===== config.mk =====
export PLATFORM = sky130hd
export DESIGN_NAME = mem_access_stage
export DESIGN_NICKNAME = d
export VERILOG_FILES = /design/src/rtl/mips_pipe_pkg.sv /design/src/rtl/dmem_handshake.sv /design/src/rtl/mem_access_stage.sv
export SDC_FILE = /design/constraint.sdc
export NUM_CORES = 1
export LEC_CHECK = 0
export CAP_MARGIN = 25
export CORE_ASPECT_RATIO = 1.4
export CORE_MARGIN = 2
export CORE_UTILIZATION = 51
export CTS_BUF_LIST = sky130_fd_sc_hd__clkbuf_4 sky130_fd_sc_hd__clkbuf_8
export CTS_CLUSTER_DIAMETER = 80
export DETAILED_ROUTE_END_ITERATION = 6
export GPL_TIMING_DRIVEN = 0
export MAX_ROUTING_LAYER = met4
export PLACE_DENSITY = 0.88
export SLEW_MARGIN = 20
export SYNTH_ARGS = -nofsm -noshare
export SYNTH_HDL_FRONTEND = slang
export SYNTH_SLANG_ARGS = --single-unit

===== constraint.sdc =====
create_clock -name clk -period 23.2 [get_ports clk]
set_input_delay 5.8 -clock clk [delete_from_list [all_inputs] [get_ports clk]]
set_output_delay 5.8 -clock clk [all_outputs]
set_load 0.01 [all_outputs]

===== src/rtl/mips_pipe_pkg.sv =====
// Shared pipeline definitions: word width, instruction class codes, MEM-stage FSM states.
// Latency: n/a (definitions only).
// Backpressure: n/a.
package mips_pipe_pkg;

  localparam int WORD_W = 32;

  // Instruction class codes carried down the pipe in the type* registers.
  localparam logic [2:0] CLS_RR_ALU = 3'b000;
  localparam logic [2:0] CLS_RI_ALU = 3'b001;
  localparam logic [2:0] CLS_LOAD   = 3'b010;
  localparam logic [2:0] CLS_STORE  = 3'b011;
  localparam logic [2:0] CLS_BRANCH = 3'b100;
  localparam logic [2:0] CLS_HALT   = 3'b101;
  localparam logic [2:0] CLS_NOP    = 3'b111;  // bubble, ignored by write-back

  typedef enum logic {
    ST_IDLE   = 1'b0,
    ST_ACCESS = 1'b1
  } mem_state_e;

  function automatic logic is_mem_op(input logic [2:0] cls);
    return (cls == CLS_LOAD) || (cls == CLS_STORE);
  endfunction

endpackage


===== src/rtl/dmem_handshake.sv =====
// Data-memory req/ready handshake: IDLE/ACCESS FSM, request registers, stall.
// Latency: request registered on the accept edge; done on the first ACCESS cycle with mem_ready.
// Backpressure: stall is high on the accept cycle and on every ACCESS cycle without mem_ready.
// Ports: start/start_* launch an access from IDLE; mem_* drive the external memory;
//        idle/done tell the stage when it may accept and when the access retires.
module dmem_handshake
  import mips_pipe_pkg::*;
#(
  parameter int ADDR_W = 32
) (
  input  logic              clk,
  input  logic              rst,
  input  logic              start,
  input  logic              start_we,
  input  logic [ADDR_W-1:0] start_addr,
  input  logic [WORD_W-1:0] start_wdata,
  input  logic              mem_ready,
  output logic              mem_req,
  output logic              mem_we,
  output logic [ADDR_W-1:0] mem_addr,
  output logic [WORD_W-1:0] mem_wdata,
  output logic              stall,
  output logic              idle,
  output logic              done
);

  mem_state_e        state, state_nxt;
  logic              req_nxt, we_nxt;
  logic [ADDR_W-1:0] addr_nxt;
  logic [WORD_W-1:0] wdata_nxt;

  always_ff @(posedge clk or posedge rst) begin
    if (rst) begin
      state     <= ST_IDLE;
      mem_req   <= 1'b0;
      mem_we    <= 1'b0;
      mem_addr  <= '0;
      mem_wdata <= '0;
    end else begin
      state     <= state_nxt;
      mem_req   <= req_nxt;
      mem_we    <= we_nxt;
      mem_addr  <= addr_nxt;
      mem_wdata <= wdata_nxt;
    end
  end

  always_comb begin
    state_nxt = state;
    req_nxt   = mem_req;
    we_nxt    = mem_we;
    addr_nxt  = mem_addr;
    wdata_nxt = mem_wdata;
    stall     = 1'b0;
    idle      = 1'b0;
    done      = 1'b0;
    case (state)
      ST_IDLE: begin
        idle = 1'b1;
        // mem_ready is deliberately not looked at here.
        if (start) begin
          stall     = 1'b1;
          state_nxt = ST_ACCESS;
          req_nxt   = 1'b1;
          we_nxt    = start_we;
          addr_nxt  = start_addr;
          wdata_nxt = start_wdata;
        end
      end
      ST_ACCESS: begin
        if (mem_ready) begin
          done      = 1'b1;
          state_nxt = ST_IDLE;
          req_nxt   = 1'b0;
          we_nxt    = 1'b0;
        end else begin
          stall = 1'b1;
        end
      end
      default: state_nxt = ST_IDLE;
    endcase
  end

endmodule


===== src/rtl/mem_access_stage.sv =====
// MEM pipeline stage: issues loads/stores to data memory and registers the MEM/WB set.
// Latency: 1 cycle for non-memory ops; N+1 for load/store (N = ACCESS cycles up to mem_ready).
// Backpressure: stall (combinational) holds the *34 inputs while an access is pending.
// Ports: *34 from EX/MEM, branch_f squash, mem_* data-memory handshake,
//        *45 MEM/WB registers, misalign_f sticky misaligned-access flag.
module mem_access_stage
  import mips_pipe_pkg::*;
#(
  parameter int ADDR_W = 32
) (
  input  logic              clk,
  input  logic              rst,
  input  logic [2:0]        type34,
  input  logic [WORD_W-1:0] ALUout34,
  input  logic [WORD_W-1:0] B34,
  input  logic [WORD_W-1:0] INS34,
  input  logic              branch_f,
  output logic              stall,
  output logic              mem_req,
  output logic              mem_we,
  output logic [ADDR_W-1:0] mem_addr,
  output logic [WORD_W-1:0] mem_wdata,
  input  logic [WORD_W-1:0] mem_rdata,
  input  logic              mem_ready,
  output logic [WORD_W-1:0] ALUout45,
  output logic [WORD_W-1:0] TLD45,
  output logic [WORD_W-1:0] INS45,
  output logic [2:0]        type45,
  output logic              misalign_f
);

  logic              halted;
  logic              effective;
  logic              is_mem;
  logic              start;
  logic              hs_idle;
  logic              hs_done;
  logic [ADDR_W-1:0] aligned_addr;

  // Instruction parked while its memory access is in flight.
  logic [WORD_W-1:0] lat_alu;
  logic [WORD_W-1:0] lat_ins;
  logic [2:0]        lat_type;

  assign effective    = !branch_f && !halted;
  assign is_mem       = is_mem_op(type34);
  assign start        = hs_idle && effective && is_mem;
  assign aligned_addr = {ALUout34[ADDR_W-1:2], 2'b00};

  dmem_handshake #(
    .ADDR_W (ADDR_W)
  ) u_dmem_handshake (
    .clk         (clk),
    .rst         (rst),
    .start       (start),
    .start_we    (type34 == CLS_STORE),
    .start_addr  (aligned_addr),
    .start_wdata (B34),
    .mem_ready   (mem_ready),
    .mem_req     (mem_req),
    .mem_we      (mem_we),
    .mem_addr    (mem_addr),
    .mem_wdata   (mem_wdata),
    .stall       (stall),
    .idle        (hs_idle),
    .done        (hs_done)
  );

  always_ff @(posedge clk or posedge rst) begin
    if (rst) begin
      ALUout45   <= '0;
      TLD45      <= '0;
      INS45      <= '0;
      type45     <= CLS_NOP;
      halted     <= 1'b0;
      misalign_f <= 1'b0;
      lat_alu    <= '0;
      lat_ins    <= '0;
      lat_type   <= CLS_NOP;
    end else begin
      // type45 is a one-cycle strobe per real instruction; bubble otherwise.
      type45 <= CLS_NOP;
      if (hs_idle) begin
        if (start) begin
          lat_alu  <= ALUout34;
          lat_ins  <= INS34;
          lat_type <= type34;
          if (ALUout34[1:0] != 2'b00) begin
            misalign_f <= 1'b1;
          end
        end else if (effective && (type34 != CLS_NOP)) begin
          ALUout45 <= ALUout34;
          INS45    <= INS34;
          type45   <= type34;
          TLD45    <= '0;
          if (type34 == CLS_HALT) begin
            halted <= 1'b1;
          end
        end
      end else if (hs_done) begin
        ALUout45 <= lat_alu;
        INS45    <= lat_ins;
        type45   <= lat_type;
        TLD45    <= (lat_type == CLS_LOAD) ? mem_rdata : '0;
      end
    end
  end

endmodule


Word level (Yosys, flattened, before mapping):

Cells that the tools add are included.
W data, S select, Z words.

* add/subtract/negate cells: 0
* multiply operators: 0
* div/mod/pow operators: 0
* $lt $le $gt $ge: 0
* eq/ne operators: 9
* shifts and indexed selects: 0
* multiplexer cells: 28
* bitwise operators: 2
* reduce and logical (&&, ||, !) cells: 14

Operators with widths (count)
* $mux W32: 13
* $mux W3: 4
* $eq A3 B2 Y1 const B: 3
* $mux W1: 8
* $ne A2 B2 Y1 const B: 3
* $pmux W1 S2: 3
* $reduce_and A3 Y1: 2
* $logic_and A1 B1 Y1: 4
* $reduce_and A2 Y1: 2
* $reduce_and A4 Y1: 1
* $reduce_bool A2 Y1: 2
* $eq A3 B3 Y1 const B: 1
* $ne A3 B3 Y1 const B: 1
* $logic_not A1 Y1: 2
* $ne A2 B1 Y1 const B: 1
* $not A1 Y1: 2
* $logic_or A1 B1 Y1: 1

* flip-flop bits (word level): 233
* latch bits: 0
* bits in writable memories: 0
* bits in read-only memories: 0
* input bits: 135
* output and inout port bits: 167
* logic and storage cells: 67
* memories kept: 0

Depth between registers and ports, before layout:

* depth after elaboration: 6
* mapped depth: 9
* depth with buffers taken out: 4

Modules after synthesis:

Synthesis repeated with hierarchy kept, for this count alone.

* cell total of the unflattened synthesis: 592
* area, all modules: 9775.6 um^2

By module, submodules not included
* mem_access_stage: times used 1, cells each 442, area an instance 6954.2 um^2
* dmem_handshake: times used 1, cells each 150, area an instance 2821.5 um^2

Worst setup path before layout:

OpenSTA, ideal clock, no wires.

* path kind: in2out
* from: in branch_f
* to: out stall
* arrival: 7.134 ns
* required time: 17.400 ns
* path slack: 10.266 ns
* stages on the path: 7
* path buffers: 4
* path through: or3_1 clkbuf_1 or3b_1 clkbuf_1 buf_6 buf_6 o21ai_0

* word-level cells in the longest chain between the ends: 6

Ends and longest elaborated chain
* from (decl): line mem_access_stage.sv:17 `input logic branch_f,`
* $logic_not A1 Y1: line mem_access_stage.sv:45 `assign effective = !branch_f && !halted;`
* $logic_and A1 B1 Y1: line mem_access_stage.sv:45
* $logic_and A1 B1 Y1 (2 in series): line mem_access_stage.sv:47 `assign start = hs_idle && effective && is_mem;`
* $mux W1: line dmem_handshake.sv:61 `if (start) begin`
* $pmux W1 S2: line dmem_handshake.sv:57 `case (state)`
* to (decl): line mem_access_stage.sv:18 `output logic stall,`

Every way passes these cells.

Final worst setup path:

Same ends and word-level chain as after synthesis.

==> results.tsv <==
stage	metric	value	unit
synthesis	synth_compound_gate_area_share	0.836	%
grt	grt_max_degree	78	
drt	vias_per_cell	4.92	
drt	drtIter0Drc	430	
synthesis	yosys.area_share.simple	14.6	%
layout	fin_nets	1290	
drt	drc	0	
synthesis	synth_area_per_cell	10.8	um^2
layout	post-route-cell-area	12900	um^2
timing	setup_viol	0	
layout	drive_gt1_share	21.4	%
floorplanning	core	16900	um^2
timing	worst_pin_slew	708	ps
synthesis	synthXorXnorAreaFrac	0	%
timing	maxSlewHeadroom	52.8	%
critical_path	crit_type	in -> out	
hold_path	hold_depth	2	
synthesis	yosys_warnings	0	
drt	ant_nets	0	
clocking	cts_resized	0	
placed_design	place_worst_setup_slack	9120	ps
floorplanning	die_w	115	um
critical_path	start_kind	input port	
layout	regArea	5090	um^2
timing	fin_crit_sh	60.8	%
timing	slew_violations	0	
layout	synthToLayoutAreaGrowth	46.1	%
run_status	status	complete, no violations	
synthesis	ys_async_sr_fraction	100	%
timing	setup_ws	9100	ps
layout	finalNonFillerCells	1413	
clocking	post_cts_buffers	0	
power	pwr_density_cell	65.4	nW/um^2
layout	fill_cells	1114	
critical_path	crit_start	branch_f	
critical_path	reg2reg_to	INS45[4]	
synthesis	ys_top_cells_by_area	dfrtp_1, mux2_2, nand2_1, mux2i_1, buf_4	
clocking	cts-root-buf	clkbuf_8	
critical_path	cp_max_fo	10	
floorplanning	die_h	160	um
synthesis	synth_top_family_by_area	multiplexers	
placed_design	globalplace.congestion	0.871	
floorplanning	row_count	56	
hold_path	min_path_type	reg -> reg	
synthesis	synth_cell_types	27	
drt	num_vias	6959	
grt	antenna_found_initial	1	
flow_run	drv_cap	0	
clocking	ctsHoldBuffers	0	
timing	final_hold_viol_count	0	
timing	fin_tns_setup	0	ps
power	ir_drop	0.0477	mV
critical_path	crit_end	stall	
clocking	clock-sinks	203	
clocking	clk_pin_slew	70	ps
critical_path	cp.arrival	8300	ps
placed_design	port_buffers	299	
timing	fmax	70.9	MHz
critical_path	reg2reg_slack	20620	ps
critical_path	cp-end-kind	primary output	
grt	grt_pass1_wl	38.8	mm
critical_path	ff2ff_path_depth	8	
clocking	numCtsBuffers	31	
placed_design	placed_cells	1354	
floorplanning	ios	302	
critical_path	r2r_start	u_dmem_handshake.state	
synthesis	synthAdderAreaFrac	0	%
synthesis	syn_area	8830	um^2
synthesis	synth_top_area_cell	dfrtp_1	
clocking	insertion_delay	560	ps
clocking	cts_max_level	1	
drt	wire_per_inst	17.5	um
critical_path	worst_ep_required_time	17400	ps
grt	grt_pass1_vias	7431	
floorplanning	dieArea	18400	um^2
layout	mostFrequentLayoutCells	nand2_1, clkdlybuf4s50_1, dfrtp_1	
layout	multi_input_area	3120	um^2
timing	min_period	14100	ps
grt	gr-total-overflow	0	
synthesis	synth_top_area_share	55.8	%
timing	fin_skew	19.4	ps
power	power_leakage	6.39	nW
drt	drt_first_pass_iters	4	
placed_design	dpl.hpwl	18.1	mm
synthesis	ys_seq_area_share	57.6	%
clocking	cts_buffer_depth	3	
synthesis	synth_edf_count	0	
drt	routed_wl	24.7	mm
layout	layout_commonest_cell	nand2_1	
synthesis	ys_ff_latch	203	
floorplanning	initial_core_util	52.3	%
synthesis	synthMuxAreaShare	19.8	%
synthesis	syn_inst	819	
placed_design	place_area	12200	um^2
timing	rsz0062_at_grt	no	
synthesis	synth_flop_cell	dfrtp_1	
grt	grtUsageTotal	27.8	%
clocking	cts_tree	done	
[power by group]
group | internal [mW] | switching (mW)
registers | 0.379 | 0.0130
logic | 0.0784 | 0.0474
clock network | 0.187 | 0.140
total | 0.644 | 0.200
[cell usage after synthesis (2+ instances only)]
master	number
buf_4	35
dfstp_2	6
o32a_1	2
nand2_1	327
mux2i_1	31
nand2b_1	2
buf_2	13
clkbuf_1	20
dfrtp_1	197
mux2_1	2
mux2_2	126
inv_1	34
buf_6	9
a21oi_1	2
[cell families after synthesis]
family,count (synthesis)
and+or+nand+nor,336
DFF,203
muxes,159
buffers and inverters,111
AOI/OAI and AO/OA,9
other,1
[critical path: stages]
cell and delay (ps):
clkdlybuf4s50_1 420, or3_1 310, clkbuf_1 170, or3b_1 370, clkbuf_1 150, buf_6 180, buf_6 160, o21ai_0 100
clkdlybuf4s50_1 630
[cell type report]
| class | count | area share (%) |
|---|---|---|
| Antenna cell | 1 | 0.0194 |
| Inverter | 34 | 1.05 |
| Timing Repair Buffer | 302 | 23.6 |
| Sequential cell | 203 | 39.4 |
| Clock inverter | 4 | 0.194 |
| Clock buffer | 54 | 5.37 |
| Multi-Input combinational cell | 506 | 24.2 |
| Buffer | 77 | 3.91 |
| Tap cell | 232 | 2.25 |
[metal layers]
layer	vias to the layer above	GRT usage, %	part of all wire, %
met4	0	11.6	3.9
met1	3383	30.8	37
met2	264	48.9	53
met3	59	4.48	6.0
met5	-	-	0
li1	3253	-	-
[state kept, by name (all words and copies together), names as in the netlist]
register,count
type45,3
lat_alu,32
u_dmem_handshake.mem_wdata,32
u_dmem_handshake.mem_we,1
misalign_f,1
u_dmem_handshake.state,1
halted,1
lat_ins,32
TLD45,32
ALUout45,32
lat_type,3
u_dmem_handshake.mem_req,1
INS45,32
[per-stage QoR]
stage | util, % | total power, mW | hold WS (ps)
2_1_floorplan | - | 0.440 | 425
3_3_place_gp | 71.8 | 0.519 | 440
3_5_place_dp | 72.2 | 0.524 | 457
4_1_cts | 76.4 | 0.852 | 473
5_1_grt | 76.5 | 0.876 | 484
6_report | 76.5 | 0.844 | 471
[worst min path at each step]
stage                           start     endpoint  slack, ps
after floorplan                halted       halted        420
after global placement         halted       halted        440
after detailed placement       halted       halted        460
after CTS                      halted       halted        470
after global routing      lat_type[0]  lat_type[0]        480
final                      lat_ins[0]   lat_ins[0]        470
Power figures use the tool's default switching activity.
